$ cat config.mk
export PLATFORM = sky130hd
export DESIGN_NAME = pixel_fetch_fifo
export DESIGN_NICKNAME = d
export VERILOG_FILES = /design/src/rtl/pixel_fetch_fifo.sv
export SDC_FILE = /design/constraint.sdc
export NUM_CORES = 1
export LEC_CHECK = 0
export ABC_AREA = 1
export BUFFER_PORTS_ARGS = -buffer_cell sky130_fd_sc_hd__buf_2
export CORE_ASPECT_RATIO = 1.2
export CORE_UTILIZATION = 40
export DETAILED_ROUTE_END_ITERATION = 8
export PLACE_DENSITY = 0.61
export REMOVE_ABC_BUFFERS = 1
export SETUP_SLACK_MARGIN = 0.02
export SLEW_MARGIN = 20
export SYNTH_ARGS = -nofsm -noshare
export SYNTH_HDL_FRONTEND = slang
export SYNTH_SLANG_ARGS = --single-unit
$ cat constraint.sdc
create_clock -name clk -period 1.9 [get_ports clk]
set_clock_uncertainty 0.15 [all_clocks]
set_input_delay 0.095 -clock clk [delete_from_list [all_inputs] [get_ports clk]]
set_output_delay 0.095 -clock clk [all_outputs]
set_load 0.02 [all_outputs]
$ cat src/rtl/pixel_fetch_fifo.sv
// Pixel FIFO between the tile fetcher and the LCD line writer: unpacks one tile row into 8 pixels per push and pops one pixel per cycle.
// Optional fine-scroll discard of leading pixels is enabled by defining PIXFIFO_DISCARD_EN.
module pixel_fetch_fifo #(
    parameter int PIXEL_BITS   = 2,
    parameter int SHADE_BITS   = 2,
    parameter int DEPTH        = 16,
    parameter int NUM_PALETTES = 2,
    localparam int PSW = (NUM_PALETTES > 1) ? $clog2(NUM_PALETTES) : 1,
    localparam int AW  = $clog2(DEPTH),
    localparam int LW  = AW + 1,
    localparam int NE  = 2 ** PIXEL_BITS
) (
    input  logic                                 clk,
    input  logic                                 reset,
    input  logic                                 flush,
    input  logic                                 push_valid,
    output logic                                 push_ready,
    input  logic [PIXEL_BITS*8-1:0]              push_planes,
    input  logic [PSW-1:0]                       push_pal,
    input  logic                                 push_xflip,
    input  logic                                 discard_load,
    input  logic [2:0]                           discard_count,
    output logic                                 pix_valid,
    input  logic                                 pix_ready,
    output logic [PIXEL_BITS-1:0]                pix_index,
    output logic [PSW-1:0]                       pix_pal,
    output logic [SHADE_BITS-1:0]                pix_shade,
    input  logic [NUM_PALETTES*NE*SHADE_BITS-1:0] palettes,
    output logic [LW-1:0]                        level
);

    logic [PIXEL_BITS-1:0] idx_mem_r [DEPTH];
    logic [PSW-1:0]        pal_mem_r [DEPTH];
    logic [AW-1:0]         rd_ptr_r;
    logic [AW-1:0]         wr_ptr_r;
    logic [LW-1:0]         level_r;

    logic                  push_ready_s;
    logic                  push_s;
    logic                  pop_s;
    logic                  drop_s;
    logic                  pix_valid_s;
    logic [PIXEL_BITS-1:0] row_idx_s [8];
    logic [PIXEL_BITS-1:0] pix_index_s;
    logic [PSW-1:0]        pix_pal_s;
    logic [SHADE_BITS-1:0] pix_shade_s;

    // A same-cycle pop is deliberately not credited so the ready path stays short.
    assign push_ready_s = !reset && !flush && (level_r <= LW'(DEPTH - 8));
    assign push_s       = push_valid && push_ready_s;
    assign pop_s        = pix_valid_s && pix_ready;

`ifdef PIXFIFO_DISCARD_EN
    logic [2:0] discard_rem_r;

    assign drop_s      = (discard_rem_r != 3'd0) && (level_r != '0);
    assign pix_valid_s = (level_r != '0) && (discard_rem_r == 3'd0);

    // Discard counter: a load wins over the countdown, and survives a flush for line-start scroll.
    always_ff @(posedge clk) begin
        if (reset) begin
            discard_rem_r <= 3'd0;
        end else if (discard_load) begin
            discard_rem_r <= discard_count;
        end else if (drop_s && !flush) begin
            discard_rem_r <= discard_rem_r - 3'd1;
        end
    end
`else
    logic unused_discard_s;

    assign unused_discard_s = ^{discard_load, discard_count};
    assign drop_s           = 1'b0;
    assign pix_valid_s      = (level_r != '0);
`endif

    // Unpack one tile row; pixel 0 is the leftmost (MSB) unless the row is X-flipped.
    always_comb begin
        for (int k = 0; k < 8; k++) begin
            row_idx_s[k] = '0;
            for (int p = 0; p < PIXEL_BITS; p++) begin
                if (push_xflip) begin
                    row_idx_s[k][p] = push_planes[8*p + k];
                end else begin
                    row_idx_s[k][p] = push_planes[8*p + 7 - k];
                end
            end
        end
    end

    // Pixel storage; contents are only ever observed behind a non-zero level.
    always_ff @(posedge clk) begin
        if (push_s) begin
            for (int k = 0; k < 8; k++) begin
                idx_mem_r[wr_ptr_r + AW'(k)] <= row_idx_s[k];
                pal_mem_r[wr_ptr_r + AW'(k)] <= push_pal;
            end
        end
    end

    // Pointers and occupancy; flush discards any push, pop or drop of the same cycle.
    always_ff @(posedge clk) begin
        if (reset) begin
            rd_ptr_r <= '0;
            wr_ptr_r <= '0;
            level_r  <= '0;
        end else if (flush) begin
            rd_ptr_r <= '0;
            wr_ptr_r <= '0;
            level_r  <= '0;
        end else begin
            if (push_s) begin
                wr_ptr_r <= wr_ptr_r + AW'(8);
            end
            if (pop_s || drop_s) begin
                rd_ptr_r <= rd_ptr_r + AW'(1);
            end
            level_r <= level_r + (push_s ? LW'(8) : LW'(0)) - ((pop_s || drop_s) ? LW'(1) : LW'(0));
        end
    end

    assign pix_index_s = idx_mem_r[rd_ptr_r];
    assign pix_pal_s   = pal_mem_r[rd_ptr_r];

    // Live palette lookup; a select beyond the bank reads as shade 0.
    always_comb begin
        pix_shade_s = '0;
        if (int'(pix_pal_s) < NUM_PALETTES) begin
            pix_shade_s = palettes[(int'(pix_pal_s) * NE + int'(pix_index_s)) * SHADE_BITS +: SHADE_BITS];
        end else begin
            pix_shade_s = '0;
        end
    end

    assign push_ready = push_ready_s;
    assign pix_valid  = pix_valid_s;
    assign pix_index  = pix_index_s;
    assign pix_pal    = pix_pal_s;
    assign pix_shade  = pix_shade_s;
    assign level      = level_r;

endmodule

# Word-level counts from Yosys, hierarchy flattened
# Memories as Yosys holds them, arrays and structs flattened. A register that Yosys moved wholly into a read port is not among the register bits.
# Cells that the tools add are included.
[totals] regBits=13 ramBits=48 input_bits=43 output_inout_bits=12 wordCells=51 mem_count=2
[mem_list] memory="idx_mem_r" words=16 word_bits=2 rd=1 rd_clocked_by_memory_dff=1 write_ports=8 line_no="32" rtl="logic [PIXEL_BITS-1:0] idx_mem_r [DEPTH];"
[mem_list] memory="pal_mem_r" words=16 word_bits=1 rd=1 rd_clocked_by_memory_dff=1 write_ports=8 line_no="33" rtl="logic [PSW-1:0] pal_mem_r [DEPTH];"
[classes] n_addsub=12 order_cmp=1 n_shift=1 muxes=24 n_reduce_logical=8
[ops] op="4-bit two-way mux" n=5
[ops] op="1-bit two-way mux" n=19
[ops] op="4-bit by 3-bit adder with 4-bit output, second input constant" n=4
[ops] op="16-bit by 6-bit indexed part select with 2-bit output" n=1
[ops] op="4-bit by 1-bit adder with 4-bit output, second input constant" n=2
[ops] op="4-bit by 2-bit adder with 4-bit output, second input constant" n=2
[ops] op="5-bit by 4-bit adder with 5-bit output" n=1
[ops] op="5-bit by 4-bit less-or-equal comparator with 1-bit output, second input constant" n=1
[ops] op="5-bit nonzero test" n=1
[ops] op="5-bit by 1-bit subtractor with 5-bit output" n=1
[ops] op="3-bit by 2-bit adder with 4-bit output" n=1
[ops] op="4-bit adder, second input constant" n=1
[ops] op="1-bit logical AND" n=4
[ops] op="1-bit logical NOT" n=2
[ops] op="2-bit OR reduction" n=1

# Longest topological paths before layout
# Gate-level depths: netlist (run 1).
[logic_depth] word_depth=7 ltp_mapped=14 ltp_nobuf=12

# Worst setup path before layout (run 1)
# Ideal clock, no wire load.
[synth_path] path_kind="reg2reg" from="reg level_r[1], in the netlist level[1]" to="mem idx_mem_r[0][0], enable pin" setup_ps=391 t_arrival_ps=2025 required_time_ps=1359 path_slack_ps=-666 stages_incl_launch_ff=6 n_path_buf=0 synth_period_minus_slack_ps=2566 path_cell_list="dfxtp_1 nor2_1 nand3_1 a211oi_2 nand2_1 nor2_1"
[synth_rtl] item="from (decl)" line_no="36" rtl="logic [LW-1:0] level_r;"
[synth_rtl] item="from (signal assigned)" line_no="118" rtl="level_r <= level_r + (push_s ? LW'(8) : LW'(0)) - ((pop_s || drop_s) ? LW'(1) : LW'(0));"
[synth_rtl] item="to (decl)" line_no="32"

==> impl_metrics.yaml, run 1 <==
outcome:
  status: "finished with violations"
  violations: "negative setup slack"
power_and_ir_drop:
  power_leakage_nw: 1.56
  powerDensity_mw_per_mm2: 1060
  clkPwrFrac: 0.166
  power_mw: 3.67
  p_int_mw: 2.36
  p_seq_frac: 0.351
  vdd_drop_max_mv: 1.06
  switchingPower_mw: 1.30
  switching_share: 0.355
  comb_power_share: 0.484
die:
  start_util: 0.415
  dieWidth_um: 74.4
  die_area_mm2: 0.00661
  fp-row-count: 31
  core_area_mm2: 0.00605
  ioPinCount: 55
  dieHeight_um: 88.8
final_layout:
  drive_above_1_share: 0.373
  fill_cells: 542
  nets: 422
  final_util: 0.573
  stdcell_count: 455
  fin_area_mm2: 0.00347
  antenna_cells: 0
  area_delta_synth_final_pct: 37.9
synth:
  netlist_top_cells_area: "edfxtp_1 (41%), dfxtp_1 (11%), nand2_1 (11%)"
  synth.ff_latch_count: 48
  ys_seq_area_frac: 0.518
  synth_area_mm2: 0.00251
  yosys_warnings: 0
  syn_avg_cell_area_um2: 8.70
  yosysUniqueCellTypes: 28
  synth.top_cell.area_share: 0.406
  syn_inst: 289
  yosysTopAreaCell: "edfxtp_1"
critical_path:
  crit_slowest_cell: "dfxtp_4"
  cp_top_family: "simple AND/OR/NAND/NOR gates"
  required_ns: 1.65
  cp-start-kind: "flip-flop"
  critPathKind: "flip-flop to primary output"
  worstPathArrival_ns: 1.87
  crit_top_cell: "nand2_1"
  worst-path-buf-inv: 2
  endpoint_kind: "primary output"
  cp_max_fo: 8
  path_cells: "bufbuf_16, nand2_2, nand3_2, nand3_4, nand3_4, nand2_2, nand2_1, nand3_1, nand2_1, nand2_1, nand2_1, buf_4"
  max_stage_delay_ns: 0.36
sta:
  fin_crit_ns: 2.11
  drv_slew: 0
  worstMarginPinSlew_ns: 0.470
  finalSetupViolations: 21
  rsz0062_at_grt: "true"
  period_share: 1.11
  hold_viol: 0
  setup_slack_ns: -0.210
  tns_ns: -1.32
  relSlewSlack: 0.687
  finalHoldWorstSlack_ns: 0.0157
  fmax_ghz: 0.474
place:
  placed_cells: 431
  hpwl_um: 3530
  port_buffers: 50
  dpl_cell_area_mm2: 0.00298
  post-place-ws_ns: -0.172
  gp_congestion: 0.745
clock_tree:
  cts_max_level: 2
  clock_latency_ns: 0.29
  clk_pin_slew_ns: 0.09
  numCtsBuffers: 5
  cts-root-buf: "clkbuf_8"
  cts_tree: "built"
  cts_max_path_buffers: 2
  clock_sinks: 48
route:
  vias: 2145
  ant_nets: 0
  via_per_inst: 4.71
  drc: 0
  wl_per_cell_um: 12.3
  drtIter0Drc: 87
  drtPass1Iterations: 4
  wl_um: 5580
grt:
  grt_pass1_wl_um: 8740
  grt.overflow.total: 0
  grt_max_degree: 33
  first_global_vias: 1995
  track_usage: 0.178
  antenna_found_initial: 0
job:
  max-cap-violations: 0
worst_hold_path:
  holdCritPathClass: "input pin to flip-flop"
routing by layer:
metal  vias up  global-route usage  wire (um)
met5         -                   0          0
li1       1102                   -          -
met4         0              0.0738         65
met2        62               0.329       2930
met1       977               0.200       2310
met3         4              0.0262        270
cells in the mapped netlist, drive strengths merged:
cell	number
a211oi	1
a21o	1
a21oi	13
buf	4
clkbuf	3
dfxtp	14
edfxtp	34
fa	1
ha	6
inv	55
nand2	76
nand3	33
nand3b	6
nand4	1
nor2	23
o21ai	15
or2	1
xnor2	2
registers in the layout, summed over array words and instances, names as in the netlist, named ones only:
signal	flops
rd_ptr_r	4
idx_mem_r	32
level	5
wr_ptr_r	1
pal_mem_r	2
power by group through the flow:
| stage | sequential (mW) | clock (mW) | combinational, mW |
|---|---|---|---|
| after detailed placement | 1.28 | 0 | 1.28 |
| after global routing | 1.30 | 0.660 | 1.95 |
| final | 1.29 | 0.607 | 1.77 |
| after CTS | 1.27 | 0.626 | 1.58 |
| after global placement | 1.28 | 0 | 1.27 |
| after floorplan | 1.35 | 0 | 0.760 |
worst paths after layout:
kind	slack (ns)	end	cells past startpoint	from
max	-0.21	pix_shade[1]	12	flip-flop
min	0.02	idx_mem_r[1][1]$_DFFE_PP_	3	push_planes[9]
max reg2reg	-0.14	level[3]$_SDFF_PP0_	10	level[0]$_SDFF_PP0_
min reg2reg	0.31	flip-flop	2	rd_ptr_r[3]$_SDFFE_PP0N_
kinds of logic after synthesis:
family / after synthesis / synth area share
compound gates: 30 / 0.0637
simple gates: 140 / 0.268
buf+inv: 62 / 0.106
xor+xnor: 2 / 0.00697
flops: 48 / 0.518
fa+ha+maj: 7 / 0.0378
cell type report:
type	count	area, um^2	area share
timing repair buffer	79	612	0.176
inverter	55	221	0.0639
tap	82	103	0.0296
clock buffer	6	82.6	0.0238
clock inverter	2	10.0	0.00289
multi-input combinational	182	1110	0.321
sequential	48	1320	0.380
timing repair inverter	1	8.76	0.00253
placed cells by master, fill, tap and decap left out, drive strengths merged:
cell | synthesis | layout
nand3 | 33 | 35
fa | 1 | 1
ha | 6 | 6
o21ai | 15 | 15
dlygate4sd3 | 0 | 4
dfxtp | 14 | 14
a211oi | 1 | 1
nor2 | 23 | 23
clkbuf | 3 | 8
or2 | 1 | 1
nand2 | 76 | 77
bufbuf | 0 | 1
nand3b | 6 | 6
clkinv | 0 | 2
edfxtp | 34 | 34
a21o | 1 | 1
inv | 55 | 56
buf | 4 | 72
nand4 | 1 | 1
a21oi | 13 | 13
xnor2 | 2 | 2
timing repair:
item	4_1_cts	5_1_grt
hold buffers	4	0
endpoints found under the hold margin	8	0
resized for setup	33	28
gates cloned	5	2
buffers inserted	7	3
pin swaps	8	7
endpoints found under the setup margin	6	43
worst reg2reg max path, delay by kind of cell (launching register included):
family | cells | cell delay (ns)
adders and majority gates | 2 | 0.57
buffers and inverters | 2 | 0.13
AOI/OAI and AO/OA | 1 | 0.24
xor gates and xnor gates | 1 | 0.10
DFF | 1 | 0.34
and+or+nand+nor | 4 | 0.40
Power figures use the tool's default switching activity.
==> run 2, diff against run 1 <==
- ABC_AREA: 1 -> 0
- CORE_ASPECT_RATIO: 1.2 -> 2
- PLACE_DENSITY: 0.61 -> 0.62
==> run 2 against run 1 <==
Net effect:
- the run still ends with negative setup slack left
- first-iteration DRC count down 69%
- hold slack improved by 0.041 ns
- synthesized cell count shrank 43%
- cell count down 27%
- power fell by 16%
- sequential power down 4%
- highest routed layer unchanged
==> impl_metrics.yaml, run 2 <==
critical_path:
  critPathKind: "flip-flop to primary output"
  cp-start-kind: "flip-flop"
  cp_max_fo: 4
  endpoint_kind: "primary output"
  worstPathArrival_ns: 2.28
  required_ns: 1.65
final_layout:
  mostFrequentLayoutCells: "buf_2 (47), edfxtp_1 (34), dlygate4sd3_1 (25), mux2i_1 (19), buf_4 (19)"
  nets: 319
  area_delta_synth_final_pct: 45.3
  regMostFlops: "idx_mem_r"
  final_common_cell: "buf_2"
  drive_above_1_share: 0.507
  largest_reg_flops: 32
  stdcell_count: 330
  final_util: 0.613
  antenna_cells: 0
clock_tree:
  cts_max_level: 2
  clock_latency_ns: 0.30
  cts_tree: "built"
  cts_max_path_buffers: 2
  clock_sinks: 48
  numCtsBuffers: 5
  cts-root-buf: "clkbuf_8"
  clk_pin_slew_ns: 0.08
die:
  start_util: 0.422
  core_area_mm2: 0.00547
  fp-row-count: 38
  ioPinCount: 55
  die_area_mm2: 0.00609
  dieWidth_um: 55.7
  dieHeight_um: 109
synth:
  synth_area_mm2: 0.00231
  yosysUniqueCellTypes: 32
  syn_inst: 166
  netlist_top_cells_area: "edfxtp_1 (44%), dfxtp_1 (12%), mux2_2 (9.3%)"
  yosysMostFrequentCell: "edfxtp_1"
  synth.top_cell.area_share: 0.443
  yosys_warnings: 0
  synth.ff_latch_count: 48
  synth_ff_type: "edfxtp_1"
  ys_seq_area_frac: 0.564
  synth_commonest_cells: "edfxtp_1 (34), mux2_2 (19), mux2i_1 (19)"
  syn_avg_cell_area_um2: 13.9
  yosysTopAreaCell: "edfxtp_1"
  synthArstFlopShare: 0
  synth-edff-count: 34
sta:
  fin_crit_ns: 2.53
  period_share: 1.33
  worstMarginPinSlew_ns: 0.407
  hold_viol: 0
  setup_slack_ns: -0.627
  relSlewSlack: 0.729
  fmax_ghz: 0.396
  drv_slew: 0
  finalSetupViolations: 47
  rsz0062_at_grt: "true"
route:
  drc: 0
  via_per_inst: 5.10
  ant_nets: 0
  drtPass1Iterations: 4
  vias: 1684
  drtIter0Drc: 27
  wl_um: 5240
  wl_per_cell_um: 15.9
power_and_ir_drop:
  clkPwrFrac: 0.189
  p_seq_frac: 0.402
  switchingPower_mw: 0.938
  powerDensity_mw_per_mm2: 922
  power_leakage_nw: 1.32
  p_int_mw: 2.15
  comb_power_share: 0.408
  vdd_drop_max_mv: 0.927
  switching_share: 0.304
place:
  gp_congestion: 0.728
  hpwl_um: 3540
  placed_cells: 289
  port_buffers: 50
grt:
  grt_pass1_wl_um: 8420
  grt_max_degree: 17
  grt.overflow.total: 0
  first_global_vias: 1833
  antenna_found_initial: 0
  track_usage: 0.187
worst_hold_path:
  holdCritPathClass: "input pin to flip-flop"
outcome:
  status: "finished with violations"
  violations: "negative setup slack"
job:
  max-cap-violations: 0
run 2: what timing repair did:
item,CTS,global route
resized for setup,38,14
endpoints found under the hold margin,34,0
gates cloned,2,1
hold buffers,25,0
pin swaps,19,19
setup buffers,5,3
setup endpoints to repair,46,50
run 2: path summary, 6_finish.rpt:
check / startpoint / endpoint / slack [ns] / depth (start not counted)
setup reg to reg: level[2]$_SDFF_PP0_ / level[2]$_SDFF_PP0_ / -0.46 / 9
setup / recovery: flip-flop / pix_shade[0] / -0.63 / 7
hold reg to reg: rd_ptr_r[3]$_SDFFE_PP0N_ / flip-flop / 0.43 / 2
hold / removal: pix_ready / level[0]$_SDFF_PP0_ / 0.06 / 4
run 2: power by group through the flow:
| stage | registers (mW) | logic, mW | clock network (mW) |
|---|---|---|---|
| 2_1_floorplan | 1.30 | 0.534 | 0 |
| 3_3_place_gp | 1.25 | 0.870 | 0 |
| 3_5_place_dp | 1.25 | 0.880 | 0 |
| 4_1_cts | 1.24 | 1.19 | 0.606 |
| 5_1_grt | 1.25 | 1.36 | 0.634 |
| 6_report | 1.24 | 1.26 | 0.584 |
run 2: cell families after synthesis:
| family | synth area share |
|---|---|
| DFF | 0.564 |
| muxes | 0.214 |
| and+or+nand+nor | 0.0819 |
| buffers and inverters | 0.0434 |
| AOI/OAI and AO/OA | 0.0282 |
| xor gates and xnor gates | 0.0266 |
| adders and majority gates | 0.0412 |
run 2: critical path, cell delays in order, from the launching register on:
cell and delay, ns:
dfxtp_2 0.35, and2b_2 0.22, a22oi_2 0.18, nand4_1 0.16, o21ai_4 0.12, mux4_2 0.53, mux2_4 0.29, buf_6 0.13
run 2: final cells by class:
class                   count  area, um^2
clock buffers               7        76.3
clock inverters             1        5.00
fillers                   421        2120
inverters                  10        37.5
multi-input cells         100        1020
flip-flops and latches     48        1310
well taps                  60        75.1
repair buffers            104         820
run 2: through the flow:
step | TNS [ns] | power [mW] | hold slack, ns | setup WS, ns | area, um^2
detailed placement | -8.00 | 2.13 | 0.146 | -0.525 | 2750
CTS | -8.08 | 3.03 | 0.0466 | -0.654 | 3280
finish | -9.75 | 3.09 | 0.0566 | -0.627 | 3350
global route | -12.70 | 3.24 | 0.0596 | -0.731 | 3350
floorplan | -42.99 | 1.83 | 0.0439 | -1.11 | 2240
global placement | -6.35 | 2.12 | 0.144 | -0.501 | 2750
run 2: routing by layer:
layer | vias to the layer above | track usage | share of wire
li1 | 818 | - | -
met4 | 0 | 0.0946 | 0.019
met2 | 51 | 0.387 | 0.60
met5 | - | 0 | 0
met3 | 8 | 0.0329 | 0.043
met1 | 807 | 0.164 | 0.34
==> run 3, diff against run 2 <==
- BUFFER_PORTS_ARGS: -buffer_cell sky130_fd_sc_hd__buf_2 -> -buffer_cell sky130_fd_sc_hd__buf_4
- SKIP_CTS_REPAIR_TIMING: default -> 1
==> run 3 against run 2 <==
Net effect:
- the flow still finishes with violations (negative setup slack)
- die area stayed put
- core utilization is 2.4 points higher
- non-clock buffer count is 1 higher
- hold slack better by 0.0095 ns
- fmax is 1.0% lower
- count of clock-buffer cells in the layout is 2 lower
- clock power is 0.9% lower
- highest routed layer unchanged
==> impl_metrics.yaml, run 3 (same netlist as run 2, synthesis figures left out) <==
critical_path:
  crit_slowest_cell: "mux4_2"
  required_ns: 1.65
  cp_max_fo: 7
  cp-start-kind: "flip-flop"
  max_stage_delay_ns: 0.53
  crit_top_cell: "buf_6"
  endpoint_kind: "primary output"
  path_cells: "buf_6, mux2i_2, nand3b_1, nand4_2, o21ai_4, mux4_2, mux2_4, buf_6"
  critPathKind: "flip-flop to primary output"
  worstPathArrival_ns: 2.31
place:
  hpwl_um: 3800
  post-place-ws_ns: -0.669
  dpl_cell_area_mm2: 0.00289
  port_buffers: 50
  gp_congestion: 0.756
  placed_cells: 293
route:
  drtIter0Drc: 27
  wl_um: 5400
  drtPass1Iterations: 4
  ant_nets: 0
  drc: 0
  via_per_inst: 5.06
  wl_per_cell_um: 16.3
  vias: 1676
final_layout:
  regMostFlops: "idx_mem_r"
  fill_cells: 407
  area_delta_synth_final_pct: 50.9
  stdcell_count: 331
  largest_reg_flops: 32
  mostFrequentLayoutCells: "buf_4 (63), edfxtp_1 (34), dlygate4sd3_1 (25), mux2i_1 (18), mux2_2 (18)"
  drive_above_1_share: 0.528
  fin_area_mm2: 0.00348
  final_common_cell: "buf_4"
  nets: 320
  antenna_cells: 0
sta:
  worstMarginPinSlew_ns: 0.289
  tns_ns: -8.08
  setup_slack_ns: -0.653
  drv_slew: 0
  finalSetupViolations: 48
  period_share: 1.34
  hold_viol: 0
  relSlewSlack: 0.806
  fmax_ghz: 0.392
  fin_crit_ns: 2.55
  finalHoldWorstSlack_ns: 0.0661
  rsz0062_at_grt: "true"
clock_tree:
  cts_max_level: 2
  numCtsBuffers: 5
  cts_tree: "built"
  cts-root-buf: "clkbuf_8"
  clock_sinks: 48
  clock_latency_ns: 0.31
  clk_pin_slew_ns: 0.08
  cts_max_path_buffers: 2
die:
  core_area_mm2: 0.00547
  fp-row-count: 38
  die_area_mm2: 0.00609
  ioPinCount: 55
  dieWidth_um: 55.7
  dieHeight_um: 109
  start_util: 0.422
grt:
  grt_pass1_wl_um: 7600
  grt.overflow.total: 0
  antenna_found_initial: 0
  grt_max_degree: 17
  first_global_vias: 1711
  track_usage: 0.170
job:
  max-cap-violations: 0
power_and_ir_drop:
  power_leakage_nw: 1.36
  powerDensity_mw_per_mm2: 969
  vdd_drop_max_mv: 1.10
outcome:
  status: "finished with violations"
  violations: "negative setup slack"
worst_hold_path:
  holdCritPathClass: "input pin to flip-flop"
[run 3: final timing paths]
path | start | to | slack (ns) | depth (start not counted)
worst max-delay path | flip-flop | pix_shade[0] | -0.65 | 8
worst min-delay path | pix_ready | level[0]$_SDFF_PP0_ | 0.07 | 4
worst max register to register | level[2]$_SDFF_PP0_ | level[2]$_SDFF_PP0_ | -0.49 | 9
worst min register to register | rd_ptr_r[3]$_SDFFE_PP0N_ | rd_ptr_r[3]$_SDFFE_PP0N_ | 0.42 | 2
[run 3: where the power goes]
group / switching (mW) / leakage [nW] / internal (mW) / total [mW]
Combinational: 0.652 / 0.892 / 0.895 / 1.55
Sequential: 0.0552 / 0.425 / 1.19 / 1.24
Clock: 0.329 / 0.0453 / 0.250 / 0.579
Total: 1.04 / 1.36 / 2.33 / 3.37
[run 3: cell type report]
| type | count | area [um^2] | share of cell area |
|---|---|---|---|
| repair buffers | 105 | 923 | 0.265 |
| inverters | 10 | 37.5 | 0.0108 |
| flip-flops and latches | 48 | 1310 | 0.376 |
| multi-input cells | 100 | 1050 | 0.302 |
| clock inverters | 3 | 13.8 | 0.00396 |
| well taps | 60 | 75.1 | 0.0216 |
| clock buffers | 5 | 68.8 | 0.0198 |
[run 3: per-stage QoR]
stage / utilization / power, mW
after floorplan: - / 1.83
after global placement: 0.529 / 2.24
after detailed placement: 0.529 / 2.30
after CTS: 0.544 / 2.88
after global routing: 0.636 / 3.52
final: 0.636 / 3.37
[run 3: critical path, delay by kind of cell (launching register included)]
kind            cells  cell delay [ns]
flops               1             0.34
mux                 3             0.97
buf+inv             2             0.27
compound gates      1             0.23
simple gates        2             0.21
[run 3: per-layer routing]
| layer | GRT usage | vias to the layer above | wire length, um | share of wire |
|---|---|---|---|---|
| met1 | 0.143 | 806 | 1770 | 0.33 |
| met3 | 0.0388 | 9 | 191 | 0.035 |
| met2 | 0.335 | 53 | 3330 | 0.62 |
| met4 | 0.123 | 0 | 112 | 0.021 |
| met5 | 0 | - | 0 | 0 |
| li1 | - | 808 | - | - |
